--- src/rtl/mac_seq_ctrl.sv ---
// Sequencer for an external registered MAC: buffers N operand pairs, streams them
// into the MAC back-to-back, flushes its input registers with zeros, then captures the sum.
module mac_seq_ctrl (
  input  logic        clk,
  input  logic        reset_n,
  input  logic        cmd_valid,
  input  logic [4:0]  cmd_len,
  output logic        cmd_ready,
  input  logic        in_valid,
  input  logic [7:0]  in_a,
  input  logic [7:0]  in_b,
  output logic        in_ready,
  output logic        res_valid,
  output logic [15:0] res_data,
  output logic        res_err,
  input  logic        res_ready,
  output logic        busy,
  output logic        mac_en,
  output logic [7:0]  mac_a,
  output logic [7:0]  mac_b,
  input  logic [15:0] mac_c,
  input  logic        mac_valid
);

  localparam int MAX_LEN = 16;

  typedef enum logic [2:0] {
    S_IDLE, S_LOAD, S_RUN, S_DRAIN, S_CAPT, S_DONE
  } state_e;

  state_e      state_q, state_d;
  logic [4:0]  n_q, n_d;
  logic [4:0]  idx_q, idx_d;
  logic [15:0] res_data_q, res_data_d;
  logic        res_err_q, res_err_d;
  logic        buf_we;
  logic [15:0] buf_q [MAX_LEN];

  function automatic logic [4:0] sat_len(input logic [4:0] len);
    return (len > 5'(MAX_LEN)) ? 5'(MAX_LEN) : len;
  endfunction

  always_ff @(posedge clk) begin
    if (!reset_n) begin
      state_q    <= S_IDLE;
      n_q        <= '0;
      idx_q      <= '0;
      res_data_q <= '0;
      res_err_q  <= 1'b0;
    end else begin
      state_q    <= state_d;
      n_q        <= n_d;
      idx_q      <= idx_d;
      res_data_q <= res_data_d;
      res_err_q  <= res_err_d;
    end
  end

  // Operand storage is never read before it is written, so it carries no reset.
  always_ff @(posedge clk) begin
    if (buf_we) begin
      buf_q[idx_q[3:0]] <= {in_a, in_b};
    end
  end

  always_comb begin
    state_d    = state_q;
    n_d        = n_q;
    idx_d      = idx_q;
    res_data_d = res_data_q;
    res_err_d  = res_err_q;
    buf_we     = 1'b0;
    case (state_q)
      S_IDLE: begin
        if (cmd_valid) begin
          n_d   = sat_len(cmd_len);
          idx_d = '0;
          if (sat_len(cmd_len) == 5'd0) begin
            state_d    = S_DONE;
            res_data_d = '0;
            res_err_d  = 1'b0;
          end else begin
            state_d = S_LOAD;
          end
        end
      end
      S_LOAD: begin
        if (in_valid) begin
          buf_we = 1'b1;
          if (idx_q == n_q - 5'd1) begin
            idx_d   = '0;
            state_d = S_RUN;
          end else begin
            idx_d = idx_q + 5'd1;
          end
        end
      end
      S_RUN: begin
        if (idx_q == n_q - 5'd1) begin
          idx_d   = '0;
          state_d = S_DRAIN;
        end else begin
          idx_d = idx_q + 5'd1;
        end
      end
      S_DRAIN: begin
        if (idx_q == 5'd1) begin
          idx_d   = '0;
          state_d = S_CAPT;
        end else begin
          idx_d = idx_q + 5'd1;
        end
      end
      S_CAPT: begin
        res_data_d = mac_c;
        res_err_d  = ~mac_valid;
        state_d    = S_DONE;
      end
      S_DONE: begin
        if (res_ready) begin
          state_d = S_IDLE;
        end
      end
      default: state_d = S_IDLE;
    endcase
  end

  always_comb begin
    cmd_ready = 1'b0;
    in_ready  = 1'b0;
    res_valid = 1'b0;
    busy      = 1'b1;
    mac_en    = 1'b0;
    mac_a     = '0;
    mac_b     = '0;
    case (state_q)
      S_IDLE: begin
        cmd_ready = 1'b1;
        busy      = 1'b0;
      end
      S_LOAD:  in_ready = 1'b1;
      S_RUN: begin
        mac_en = 1'b1;
        mac_a  = buf_q[idx_q[3:0]][15:8];
        mac_b  = buf_q[idx_q[3:0]][7:0];
      end
      S_DRAIN: mac_en = 1'b1;
      S_DONE:  res_valid = 1'b1;
      default: ;
    endcase
  end

  assign res_data = res_data_q;
  assign res_err  = res_err_q;

endmodule

--- config.mk ---
export PLATFORM = sky130hd
export DESIGN_NAME = mac_seq_ctrl
export DESIGN_NICKNAME = d
export VERILOG_FILES = /design/src/rtl/mac_seq_ctrl.sv
export SDC_FILE = /design/constraint.sdc
export NUM_CORES = 1
export LEC_CHECK = 0
export BUFFER_PORTS_ARGS = -buffer_cell sky130_fd_sc_hd__buf_2
export CORE_MARGIN = 10
export CORE_UTILIZATION = 60
export CTS_CLUSTER_DIAMETER = 50
export CTS_CLUSTER_SIZE = 8
export DETAILED_ROUTE_END_ITERATION = 8
export HOLD_SLACK_MARGIN = 0.05
export MAX_ROUTING_LAYER = met4
export PLACE_DENSITY = 0.88
export SLEW_MARGIN = 0
export SYNTH_ARGS = -nofsm -noshare
export SYNTH_HDL_FRONTEND = slang
export SYNTH_SLANG_ARGS = --single-unit
--- constraint.sdc ---
create_clock -name clk -period 3.37 [get_ports clk]
set_input_delay 0.5055 -clock clk [delete_from_list [all_inputs] [get_ports clk]]
set_output_delay 0.5055 -clock clk [all_outputs]
set_load 0.01 [all_outputs]
==> impl_results.md <==
- Status: finished clean
- Clock sink total: 290
- Final hold vios: 0
- Synthesized cell area: 11400 um2
- CP Launch Type: register
- Tmin final: 3.17 ns
- Antenna violations before repair: 0
- Count leader, synth: edfxtp_1
- Global-route wire length before repair: 40600 um
- Worst vdd ir: 0.000343 V
- Root Buffer: clkbuf_16
- Post-DP Area: 12200 um2
- Crit share post-route: between 90 and 100%
- Crit path DAT: 2.66 ns
- H-tree depth: 2
- Hpwl dp: 14800 um
- Synth async-reset ratio: 0%
- Final setup vio count: 0
- Synth Register Bits: 290
- Congestion Overflow GR: 0
- CTS clk-pin slew, worst paths: 0.05 ns
- Starting Density: 61.0%
- Crit Path Class: register to output pin
- Max Cap Violations: 0
- Synth warn: 0
- Library cells used by synthesis: 46
- Synth area leaders: edfxtp_1 67%, mux4_2 16%, dfxtp_1 6.0%, nor2_1 1.2%, a22oi_1 1.1%
- Max frequency: 0.316 GHz
- Buffers on Ports: 80
- Worst Tran Pin Value: 1.11 ns
- Yosys top cell by area: edfxtp_1
- DRC violations left: 0
- Most frequent cells after synthesis: 256 x edfxtp_1, 80 x mux4_2, 37 x nor2_1
- CP Cell Sequence: buf_12 -> mux4_2 -> mux4_2 -> nor2b_1 -> buf_2
- CP most frequent cell: mux4_2
- Post-synth EDFFs: 256
- Slowest stage cell, crit path: mux4_2
- Top FF cell, synth: edfxtp_1
- GPL Wtd Cong: 0.805
- Global router's overall resource usage: 22.9%
- Sequential share of the synthesized area: 73.3%
- Io pins: between 80 and 90
- Critical Path End Type: output pin
- Max Slew Vio Count: 0
- Die ar.: 24900 um2
- DRT Wirelength: 26800 um
- Hold WC Path Type: input pin to register
- Pwr/cell area: roughly 680 nW/um2
- Via/cell ratio: 6.43
- Final non-filler cell area: 13400 um2
- Largest stage delay on the critical path: 0.55 ns
- Antenna Nets Post-Route: 0
- Reg2Reg Setup Slack: 1.07 ns
- Via Count: 6130
- CTS Buf Count: 42
- Max-slew headroom: roughly a quarter
- TritonRoute pass-1 iters: 5
- CTS tree: yes
- Synth top area share: 67.4%
- Inserted Diodes: 0
- # fillers: 1068
- Unrepaired setup endpoints after global routing: false
- Crit path buf inv count: 2
- Average detailed-routed wire length per instance: 28.1 um
- Share of cells above drive strength 1: 35.6%
- Post_cts resized: 0
- Area grow syn2layout: 17.6%
- Post-synthesis net count: 620
- Final net count: 750
- Setup tns final: 0 ns
- Worst Path Required: 2.86 ns
- Worst Path Max Fanout: 23
- Number of global-route vias before repair: 6632
- Rows: 50
- Largest net degree at the start of global routing: 65
- Mapped Cells: 572
- Clk buf depth: 3
- CORE AREA: 18700 um2
- DR iter-0 viols: 597
- Die width: 158 um
- Clock latency on the worst-skew pair: 0.53 ns
- Crit-path leading delay family: multiplexers
- Die height: around 160 um
- Leakage: 4.46 nW
- Hold-fix buffers, CTS: 0
- Avg Cell Area, Syn: 20.0 um2
- Post-route clock skew: 0.0101 ns
[worst reg2reg max path, delay by kind of cell (launching register included)]
kind / cells / cell delay [ns]
compound gates: 3 / 0.89
flops: 1 / 0.48
simple gates: 2 / 0.46
fa+ha+maj: 1 / 0.22
buf+inv: 1 / 0.13
[placed cells by master (no fill, tap or decap), types with 2 or more instances in the layout]
master and count:
and3_1 2, xnor2_1 5, nand2_1 14, o31ai_1 2
edfxtp_1 256, and2_1 4, a22oi_1 16, clkbuf_1 14
mux4_2 80, inv_6 2, o21ai_1 4, dfxtp_1 32
o21bai_1 2, nand2b_1 2, buf_12 3, clkbuf_16 42
nand3_1 3, inv_1 6, buf_2 80, nor2b_1 19
nor3b_1 7, buf_4 32, a31oi_1 2, ha_1 5
xor2_1 2, nor3_2 4, nand4_1 3, nor2_1 37
a2111oi_2 2, nor3_1 4, a21oi_1 10
[per-layer routing]
metal	wire, um	GRT usage, %	vias to the layer above
li1	-	-	2583
met1	9780	27.6	3116
met2	13900	37.3	368
met3	2110	4.15	63
met4	975	10.8	0
met5	0	-	-
[final timing paths]
kind,start,endpoint,cells past startpoint
worst max-delay path,register,mac_b[5],5
worst min register to register,n_q[4]$_SDFFE_PN0P_,n_q[4]$_SDFFE_PN0P_,2
worst max register to register,idx_q[1]$_SDFFE_PN0P_,idx_q[3]$_SDFFE_PN0P_,7
worst min-delay path,mac_c[5],res_data[5]$_SDFFE_PN0P_,3
[logic make-up (layout without fill, tap and decap cells)]
kind of cell,count (synthesis),in the layout,share of synthesized area [%]
muxes,82,82,16.0
AOI/OAI and AO/OA,44,44,2.87
xor gates and xnor gates,8,8,0.735
and+or+nand+nor,106,106,4.79
buffers and inverters,37,184,1.75
adders and majority gates,5,5,0.548
DFF,290,290,73.3
[power breakdown]
part	internal, mW	leakage, nW	switching (mW)	total (mW)
combinational	0.700	1.33	0.640	1.34
sequential	4.00	2.58	0.0925	4.10
clock	2.26	0.556	1.42	3.67
total	6.96	4.46	2.15	9.11
[registers in the layout, summed over array words and instances, names as in the netlist, named ones only]
signal and count:
res_err 1, n_q 5, res_data 16, state_q 3, buf_q 256, idx_q 5
[final cells by class]
| type | count | area (um2) | share of cell area (%) |
|---|---|---|---|
| Multi-Input combinational cell | 245 | 2860 | 21.3 |
| Clock buffer | 56 | 1100 | 8.22 |
| Tap cell | 234 | 293 | 2.18 |
| Timing Repair Buffer | 116 | 716 | 5.33 |
| Clock inverter | 5 | 42.5 | 0.317 |
| Inverter | 7 | 26.3 | 0.196 |
| Sequential cell | 290 | 8370 | 62.4 |
[stage by stage]
| stage | total power, mW | utilization [%] | std cells | setup WS (ns) | hold slack, ns |
|---|---|---|---|---|---|
| 2_1_floorplan | 5.11 | - | 572 | 0.579 | 0.450 |
| 3_3_place_gp | 5.35 | 65.3 | 886 | 0.595 | 0.464 |
| 3_5_place_dp | 5.43 | 65.3 | 886 | 0.521 | 0.485 |
| 4_1_cts | 9.14 | 71.5 | 948 | 0.0802 | 0.222 |
| 5_1_grt | 9.41 | 71.7 | 953 | 0.128 | 0.239 |
| 6_report | 9.11 | 71.7 | 953 | 0.203 | 0.236 |
[repair_timing]
action	CTS	global route
endpoints found under the hold margin	0	0
endpoints found under the setup margin	6	1
setup buffers	1	5
Note: power is estimated with default switching activity, not from simulation.
